==> src/rtl/phy_mem_arbiter_pkg.sv <==
// phy_mem_arb_pkg: shared definitions for the physical memory port arbiter.
//   arb_state_e    - FSM state encoding
//   DEF_RD_WAIT    - default read capture delay (cycles)
//   DEF_WR_TIMEOUT - default write busy timeout (cycles)
//   CNT_W          - width of the shared wait counter
//   id_width()     - width of a requester index for n requesters
package phy_mem_arb_pkg;

  typedef enum logic [1:0] {
    ST_IDLE     = 2'd0,
    ST_RD_WAIT  = 2'd1,
    ST_WR_PULSE = 2'd2,
    ST_WR_WAIT  = 2'd3
  } arb_state_e;

  localparam int DEF_RD_WAIT    = 2;
  localparam int DEF_WR_TIMEOUT = 15;
  localparam int CNT_W          = 4;

  function automatic int id_width(input int n);
    return (n > 1) ? $clog2(n) : 1;
  endfunction

endpackage

==> src/rtl/phy_mem_arbiter_if.sv <==
// phy_mem_arbiter_if: requester-side bus of the memory arbiter.
//   req   - per-requester request, held with payload until ack
//   we    - per-requester write flag
//   addr  - per-requester byte address, slice i = [32i+31:32i]
//   wdata - per-requester write data, same slicing
//   ack   - one-cycle completion pulse, one-hot or zero
//   rdata - read data, valid while ack is high
// master: the requesters; slave: the arbiter.
interface phy_mem_arbiter_if #(
  parameter int NREQ = 3
);
  logic [NREQ-1:0]      req;
  logic [NREQ-1:0]      we;
  logic [32*NREQ-1:0]   addr;
  logic [32*NREQ-1:0]   wdata;
  logic [NREQ-1:0]      ack;
  logic [31:0]          rdata;

  modport master (output req, we, addr, wdata, input ack, rdata);
  modport slave  (input req, we, addr, wdata, output ack, rdata);
endinterface

==> src/rtl/phy_mem_arbiter_rr_pick.sv <==
// rr_pick: combinational rotating-priority picker.
//   eligible - requesters that may be granted
//   last     - index granted most recently; search starts at last+1 and wraps
//   found    - at least one requester is eligible
//   winner   - first eligible index in rotated order (last when none found)
module rr_pick
  import phy_mem_arb_pkg::*;
#(
  parameter int NREQ = 3,
  parameter int IDW  = id_width(NREQ)
) (
  input  logic [NREQ-1:0] eligible,
  input  logic [IDW-1:0]  last,
  output logic            found,
  output logic [IDW-1:0]  winner
);

  // Offset k = 1 is the highest priority, so last itself is considered last.
  always_comb begin
    found  = 1'b0;
    winner = last;
    for (int k = 1; k <= NREQ; k++) begin
      for (int i = 0; i < NREQ; i++) begin
        if (!found && eligible[i] && ((int'(last) + k) % NREQ) == i) begin
          found  = 1'b1;
          winner = IDW'(i);
        end
      end
    end
  end

endmodule

==> src/rtl/phy_mem_arbiter.sv <==
// phy_mem_arbiter: shares one memory controller port among NREQ requesters.
// Round-robin grant, then either a timed read or a one-cycle write pulse
// followed by a wait for the controller's busy to drop.
//   clk, rst         - clock (rising edge), synchronous active-high reset
//   bus              - requester bus (req/we/addr/wdata in, ack/rdata out)
//   grant_id         - current or last granted requester
//   arb_busy         - high whenever an access is in progress
//   timeout_err      - sticky, set when a write's busy never cleared
//   mem_is_write     - controller write strobe (one-cycle pulse)
//   mem_addr         - controller address
//   mem_data_in      - controller write data
//   mem_data_out     - controller read data (combinational)
//   mem_busy         - controller busy
//
// state       | meaning
// ST_IDLE     | no access; pick next requester
// ST_RD_WAIT  | address held, counting to read capture
// ST_WR_PULSE | mem_is_write high for this one cycle
// ST_WR_WAIT  | waiting for mem_busy low or timeout
module phy_mem_arbiter
  import phy_mem_arb_pkg::*;
#(
  parameter int NREQ       = 3,
  parameter int RD_WAIT    = DEF_RD_WAIT,
  parameter int WR_TIMEOUT = DEF_WR_TIMEOUT
) (
  input  logic                    clk,
  input  logic                    rst,
  phy_mem_arbiter_if.slave        bus,
  output logic [$clog2(NREQ)-1:0] grant_id,
  output logic                    arb_busy,
  output logic                    timeout_err,
  output logic                    mem_is_write,
  output logic [31:0]             mem_addr,
  output logic [31:0]             mem_data_in,
  input  logic [31:0]             mem_data_out,
  input  logic                    mem_busy
);

  localparam int IDW = id_width(NREQ);

  arb_state_e       state, state_nxt;
  logic [CNT_W-1:0] cnt, cnt_nxt;
  logic [NREQ-1:0]  ack_q, ack_nxt;
  logic [31:0]      rdata_q, rdata_nxt;
  logic [IDW-1:0]   grant_nxt;
  logic             err_nxt;
  logic             is_wr_nxt;
  logic [31:0]      addr_nxt, din_nxt;

  logic [NREQ-1:0]  eligible;
  logic             pick_found;
  logic [IDW-1:0]   pick_id;
  logic             win_we;
  logic [31:0]      win_addr, win_data;

  // A requester acked this cycle may still show req high; mask it so it
  // is not regranted on its own stale request.
  assign eligible = bus.req & ~ack_q;

  rr_pick #(
    .NREQ (NREQ),
    .IDW  (IDW)
  ) u_pick (
    .eligible (eligible),
    .last     (grant_id),
    .found    (pick_found),
    .winner   (pick_id)
  );

  always_comb begin
    win_we   = 1'b0;
    win_addr = '0;
    win_data = '0;
    for (int i = 0; i < NREQ; i++) begin
      if (IDW'(i) == pick_id) begin
        win_we   = bus.we[i];
        win_addr = bus.addr[32*i +: 32];
        win_data = bus.wdata[32*i +: 32];
      end
    end
  end

  always_comb begin
    state_nxt = state;
    cnt_nxt   = cnt;
    ack_nxt   = '0;
    rdata_nxt = rdata_q;
    grant_nxt = grant_id;
    err_nxt   = timeout_err;
    is_wr_nxt = mem_is_write;
    addr_nxt  = mem_addr;
    din_nxt   = mem_data_in;

    case (state)
      ST_IDLE: begin
        is_wr_nxt = 1'b0;
        if (pick_found) begin
          grant_nxt = pick_id;
          addr_nxt  = win_addr;
          din_nxt   = win_data;
          cnt_nxt   = '0;
          if (win_we) begin
            is_wr_nxt = 1'b1;
            state_nxt = ST_WR_PULSE;
          end else begin
            state_nxt = ST_RD_WAIT;
          end
        end
      end

      ST_RD_WAIT: begin
        if (cnt == CNT_W'(RD_WAIT - 1)) begin
          rdata_nxt          = mem_data_out;
          ack_nxt[grant_id]  = 1'b1;
          state_nxt          = ST_IDLE;
        end else begin
          cnt_nxt = cnt + CNT_W'(1);
        end
      end

      ST_WR_PULSE: begin
        is_wr_nxt = 1'b0;
        cnt_nxt   = '0;
        state_nxt = ST_WR_WAIT;
      end

      ST_WR_WAIT: begin
        if (!mem_busy) begin
          ack_nxt[grant_id] = 1'b1;
          state_nxt         = ST_IDLE;
        end else if (cnt == CNT_W'(WR_TIMEOUT - 1)) begin
          err_nxt           = 1'b1;
          ack_nxt[grant_id] = 1'b1;
          state_nxt         = ST_IDLE;
        end else begin
          cnt_nxt = cnt + CNT_W'(1);
        end
      end

      default: state_nxt = ST_IDLE;
    endcase
  end

  always_ff @(posedge clk) begin
    if (rst) begin
      state        <= ST_IDLE;
      cnt          <= '0;
      ack_q        <= '0;
      rdata_q      <= '0;
      grant_id     <= IDW'(NREQ - 1);
      arb_busy     <= 1'b0;
      timeout_err  <= 1'b0;
      mem_is_write <= 1'b0;
      mem_addr     <= '0;
      mem_data_in  <= '0;
    end else begin
      state        <= state_nxt;
      cnt          <= cnt_nxt;
      ack_q        <= ack_nxt;
      rdata_q      <= rdata_nxt;
      grant_id     <= grant_nxt;
      arb_busy     <= (state_nxt != ST_IDLE);
      timeout_err  <= err_nxt;
      mem_is_write <= is_wr_nxt;
      mem_addr     <= addr_nxt;
      mem_data_in  <= din_nxt;
    end
  end

  assign bus.ack   = ack_q;
  assign bus.rdata = rdata_q;

endmodule

==> src/flat_wrapper.sv <==
// flat-port wrapper written by rule: the top's interface ports become plain ports
module phy_mem_arbiter_flat import phy_mem_arb_pkg::*;
#(
  parameter int NREQ       = 3,
  parameter int RD_WAIT    = DEF_RD_WAIT,
  parameter int WR_TIMEOUT = DEF_WR_TIMEOUT
)
  (clk, rst, grant_id, arb_busy, timeout_err, mem_is_write, mem_addr, mem_data_in, mem_data_out, mem_busy, bus_req, bus_we, bus_addr, bus_wdata, bus_ack, bus_rdata);
  phy_mem_arbiter_if #(.NREQ(NREQ)) bus_i ();
  input  logic clk;
  input  logic rst;
  output logic [$clog2(NREQ)-1:0] grant_id;
  output logic arb_busy;
  output logic timeout_err;
  output logic mem_is_write;
  output logic [31:0] mem_addr;
  output logic [31:0] mem_data_in;
  input  logic [31:0] mem_data_out;
  input  logic mem_busy;
  input wire logic [$bits(bus_i.req)-1:0] bus_req;
  input wire logic [$bits(bus_i.we)-1:0] bus_we;
  input wire logic [$bits(bus_i.addr)-1:0] bus_addr;
  input wire logic [$bits(bus_i.wdata)-1:0] bus_wdata;
  output wire logic [$bits(bus_i.ack)-1:0] bus_ack;
  output wire logic [$bits(bus_i.rdata)-1:0] bus_rdata;
  assign bus_i.req = bus_req;
  assign bus_i.we = bus_we;
  assign bus_i.addr = bus_addr;
  assign bus_i.wdata = bus_wdata;
  assign bus_ack = bus_i.ack;
  assign bus_rdata = bus_i.rdata;
  phy_mem_arbiter #(.NREQ(NREQ), .RD_WAIT(RD_WAIT), .WR_TIMEOUT(WR_TIMEOUT)) u_core (.clk(clk), .rst(rst), .bus(bus_i), .grant_id(grant_id), .arb_busy(arb_busy), .timeout_err(timeout_err), .mem_is_write(mem_is_write), .mem_addr(mem_addr), .mem_data_in(mem_data_in), .mem_data_out(mem_data_out), .mem_busy(mem_busy));
endmodule
==> config.mk <==
export PLATFORM = sky130hd
export DESIGN_NAME = phy_mem_arbiter_flat
export DESIGN_NICKNAME = d
export VERILOG_FILES = /design/src/rtl/phy_mem_arbiter_pkg.sv /design/src/rtl/phy_mem_arbiter_if.sv /design/src/rtl/phy_mem_arbiter_rr_pick.sv /design/src/rtl/phy_mem_arbiter.sv /design/src/flat_wrapper.sv
export SDC_FILE = /design/constraint.sdc
export NUM_CORES = 1
export LEC_CHECK = 0
export ABC_AREA = 1
export CAP_MARGIN = 20
export CORE_AREA = 2 2 132 134
export CTS_CLUSTER_SIZE = 16
export DETAILED_ROUTE_END_ITERATION = 10
export DIE_AREA = 0 0 134 136
export PLACE_DENSITY = 0.74
export SLEW_MARGIN = 20
export SYNTH_ARGS = -nofsm -noshare
export SYNTH_HDL_FRONTEND = slang
export SYNTH_SLANG_ARGS = --single-unit
==> constraint.sdc <==
create_clock -name clk -period 2.5 [get_ports clk]
set_input_delay 0.25 -clock clk [delete_from_list [all_inputs] [get_ports clk]]
set_output_delay 0.25 -clock clk [all_outputs]
set_load 0.02 [all_outputs]
==> flow_summary.yaml <==
placement:
  dp_hpwl_um: 16410
  dp_cells: 1444
  port_buffers: 336
  gp_congestion: 0.8980
logic_synthesis:
  synthFlopType: "dfxtp_1"
  synth-edff-count: 0
  synth_area_leader_cell: "dfxtp_1"
  syn_nets: 1181
  syn_inst: 941
  muxShareOfSynthArea_pct: 0
  synth_warnings: 0
  synth_most_common_cell: "nor2_1"
  synth_seq_area_share_pct: 36.01
  synth-simple-area-share_pct: 44.16
  synthDistinctLibCells: 26
  async_flop_share_pct: 0
  synth_compound_gate_area_share_pct: 9.802
  synth_xor_area_share_pct: 0.1432
  synthTopCellsByArea: "dfxtp_1 (36%), nand4_1 (14%), nor2_1 (13%)"
  synth_area_um2: 6115
  netlist_top_cells_count: "nor2_1 (213), nand2_1 (162), nand4_1 (135)"
  syn_area_per_cell_um2: 6.498
  synthAdderAreaFrac_pct: 1.432
  synth_top_family_by_area: "simple AND/OR/NAND/NOR gates"
  synth-seq-cells: 110
  synth_top_area_share_pct: 36.01
global_routing:
  grt_pass1_wl_um: 34800
  grt-ovfl-total: 0
  grt_usage_pct: 23.90
  first_global_vias: 6762
  grt_max_degree: 78
  antenna_found_initial: 0
sta:
  holdWs_ps: 466.8
  hold_violations: 0
  slew_viol_final: 0
  min_period_ps: 2388
  post-route-period-util_pct: 95.51
  fmax_mhz: 418.8
  worst_pin_slew_ps: 355.8
  clock_skew_ps: 9.372
  final-setup-viol-count: 0
  fin_setup_tns_ps: 0
  slew_headroom_pct: 76.03
worst_setup_path:
  startpoint_type: "flip-flop"
  cp-startpoint: "u_core.grant_id[1]$_SDFFE_PP1P_"
  crit_type: "reg -> reg"
  reg2reg_setup_slack_ps: 110
  endpoint_kind: "flip-flop"
  endpoint: "u_core.mem_data_in[12]$_SDFFE_PP0P_"
  reg2reg_depth: 14
  r2r-start: "u_core.grant_id[1]$_SDFFE_PP1P_"
  worstPathMaxFanout: 23
  crit_arrival_ps: 2690
  worst_r2r_endpoint: "u_core.mem_data_in[12]$_SDFFE_PP0P_"
  cp.required_ps: 2800
cts:
  cts_buffers: 9
  h-tree-depth: 3
  clk_latency_ps: 360
  clock_path_buffers: 2
  cts_tree: "done"
  clkSlewWorstSetupHoldPaths_ps: 80
  clockRootBuffer: "clkbuf_16"
  cts_sinks: 110
final_layout:
  num-nets-final: 1484
  n_fill_cell: 1556
  layout-drive-gt1-share_pct: 6.565
  syn2layout_area_growth_pct: 71.23
  fin_cells: 1475
floorplanning:
  die-height_um: 136
  die-area_um2: 18220
  num_io_pins: 337
  die_w_um: 134
  initial_core_util_pct: 36.23
  rows: 48
  coreArea_um2: 16880
route:
  drt_iter0_markers: 466
  wl_per_cell_um: 17.07
  routed_wl_um: 25180
  via_count: 7735
  drc: 0
  vias_per_cell: 5.244
  detail-route-antenna-nets: 0
  drt-pass1-iter-count: 5
power_and_ir_drop:
  pwr_density_cell_nw_per_um2: 1302
  p_leak_nw: 4.322
  ir_drop_mv: 0.7811
hold_path:
  hold_path.class: "reg -> reg"
job:
  max_cap_viol_count: 0
status:
  status: "finished clean"
-- through the flow --
step	utilization [%]	setup slack, ps	cell area, um^2	power (mW)
finish	62.04	112.2	10470	13.63
global route	62.03	-48.60	10470	14.65
CTS	59.68	29.96	10070	12.38
detailed placement	57.86	-80.89	9764	10.85
global placement	57.86	48.19	9764	10.75
floorplan	-	89.48	6115	8.001
-- power breakdown --
part           switching [mW]  total [mW]  internal, mW
Clock                   0.764        1.48         0.711
Combinational            5.55        9.61          4.06
Sequential              0.262        2.55          2.29
Total                    6.58        13.6          7.06
-- logic make-up after synthesis --
logic type	Yosys count
XOR/XNOR	1
AO/OA/AOI/OAI	115
AND/OR/NAND/NOR	595
flip-flops	110
adder cells (fa/ha/maj)	7
buffers and inverters	113
-- worst max-delay path, cell delays in order, from the launching register on --
cell	delay, ps
dfxtp_2	330
buf_4	140
ha_1	230
nand3_4	130
nand2_2	80
a21oi_4	150
nand3_2	80
nor2_2	180
nand3_4	260
nand2_8	240
clkbuf_16	220
nand4_1	80
nand2_1	90
nor2_1	40
nor2_1	70
-- state kept, by name, indices dropped and copies added (netlist names) --
signal	count
u_core.arb_busy	1
u_core.bus.ack	3
u_core.bus.rdata	32
u_core.cnt	4
u_core.grant_id	2
u_core.mem_addr	32
u_core.mem_data_in	32
u_core.mem_is_write	1
u_core.state	2
u_core.timeout_err	1
-- timing repair --
action                     4_1_cts  5_1_grt
hold buffers                     0        0
setup endpoints to repair       12       69
pin swaps                        0        5
gates resized for setup          1       54
gates cloned                     0       11
setup buffers                    0        3
-- routing by layer --
layer  part of all wire, %  up-vias  global-route usage (%)
li1                      -     3824                       -
met1                    41     3531                   29.21
met2                    48      331                   39.97
met3                   8.4       49                   6.562
met4                   2.9        0                   9.397
met5                     0        -                       0
-- worst min-delay path by stage --
stage                                     startpoint                               end  slack, ps  cells past startpoint
floorplan                                   mem_busy   u_core.timeout_err$_SDFFE_PP0P_        410                      2
global placement    u_core.mem_is_write$_SDFFE_PP0P_  u_core.mem_is_write$_SDFFE_PP0P_        440                      2
detailed placement  u_core.mem_is_write$_SDFFE_PP0P_  u_core.mem_is_write$_SDFFE_PP0P_        450                      2
CTS                 u_core.mem_is_write$_SDFFE_PP0P_  u_core.mem_is_write$_SDFFE_PP0P_        470                      2
global route        u_core.mem_is_write$_SDFFE_PP0P_  u_core.mem_is_write$_SDFFE_PP0P_        480                      2
finish              u_core.mem_is_write$_SDFFE_PP0P_  u_core.mem_is_write$_SDFFE_PP0P_        470                      2
-- layout make-up --
| class | instances | area, um^2 | share of cell area [%] |
|---|---|---|---|
| Timing Repair Buffer | 378 | 4071 | 38.89 |
| Tap cell | 225 | 281.5 | 2.689 |
| Clock buffer | 9 | 225.2 | 2.151 |
| Clock inverter | 7 | 78.83 | 0.7529 |
| Multi-Input combinational cell | 719 | 3506 | 33.48 |
| Sequential cell | 110 | 2205 | 21.06 |
| Inverter | 26 | 100.1 | 0.9560 |
| Antenna cell | 1 | 2.502 | 0.02390 |
-- cell usage in the layout (no fill, tap or decap), types with 2 or more instances in the layout --
cell type	Yosys	final
dfxtp_1	110	108
buf_12	0	12
clkdlybuf4s50_1	0	336
nand2_8	0	2
o21ai_1	0	31
inv_1	24	21
nor2_1	213	213
buf_4	15	16
a21oi_1	9	9
inv_2	2	4
dfxtp_2	0	2
o21ai_0	100	68
a21boi_0	2	2
o21ai_2	1	2
nand2_1	162	160
ha_1	7	6
nand3_4	0	4
nand3_1	76	73
clkinv_8	0	2
clkinv_4	0	3
nor3_1	2	2
buf_16	0	3
clkbuf_16	0	19
nand2_4	0	2
nand4_1	135	135
Power figures use the tool's default switching activity.
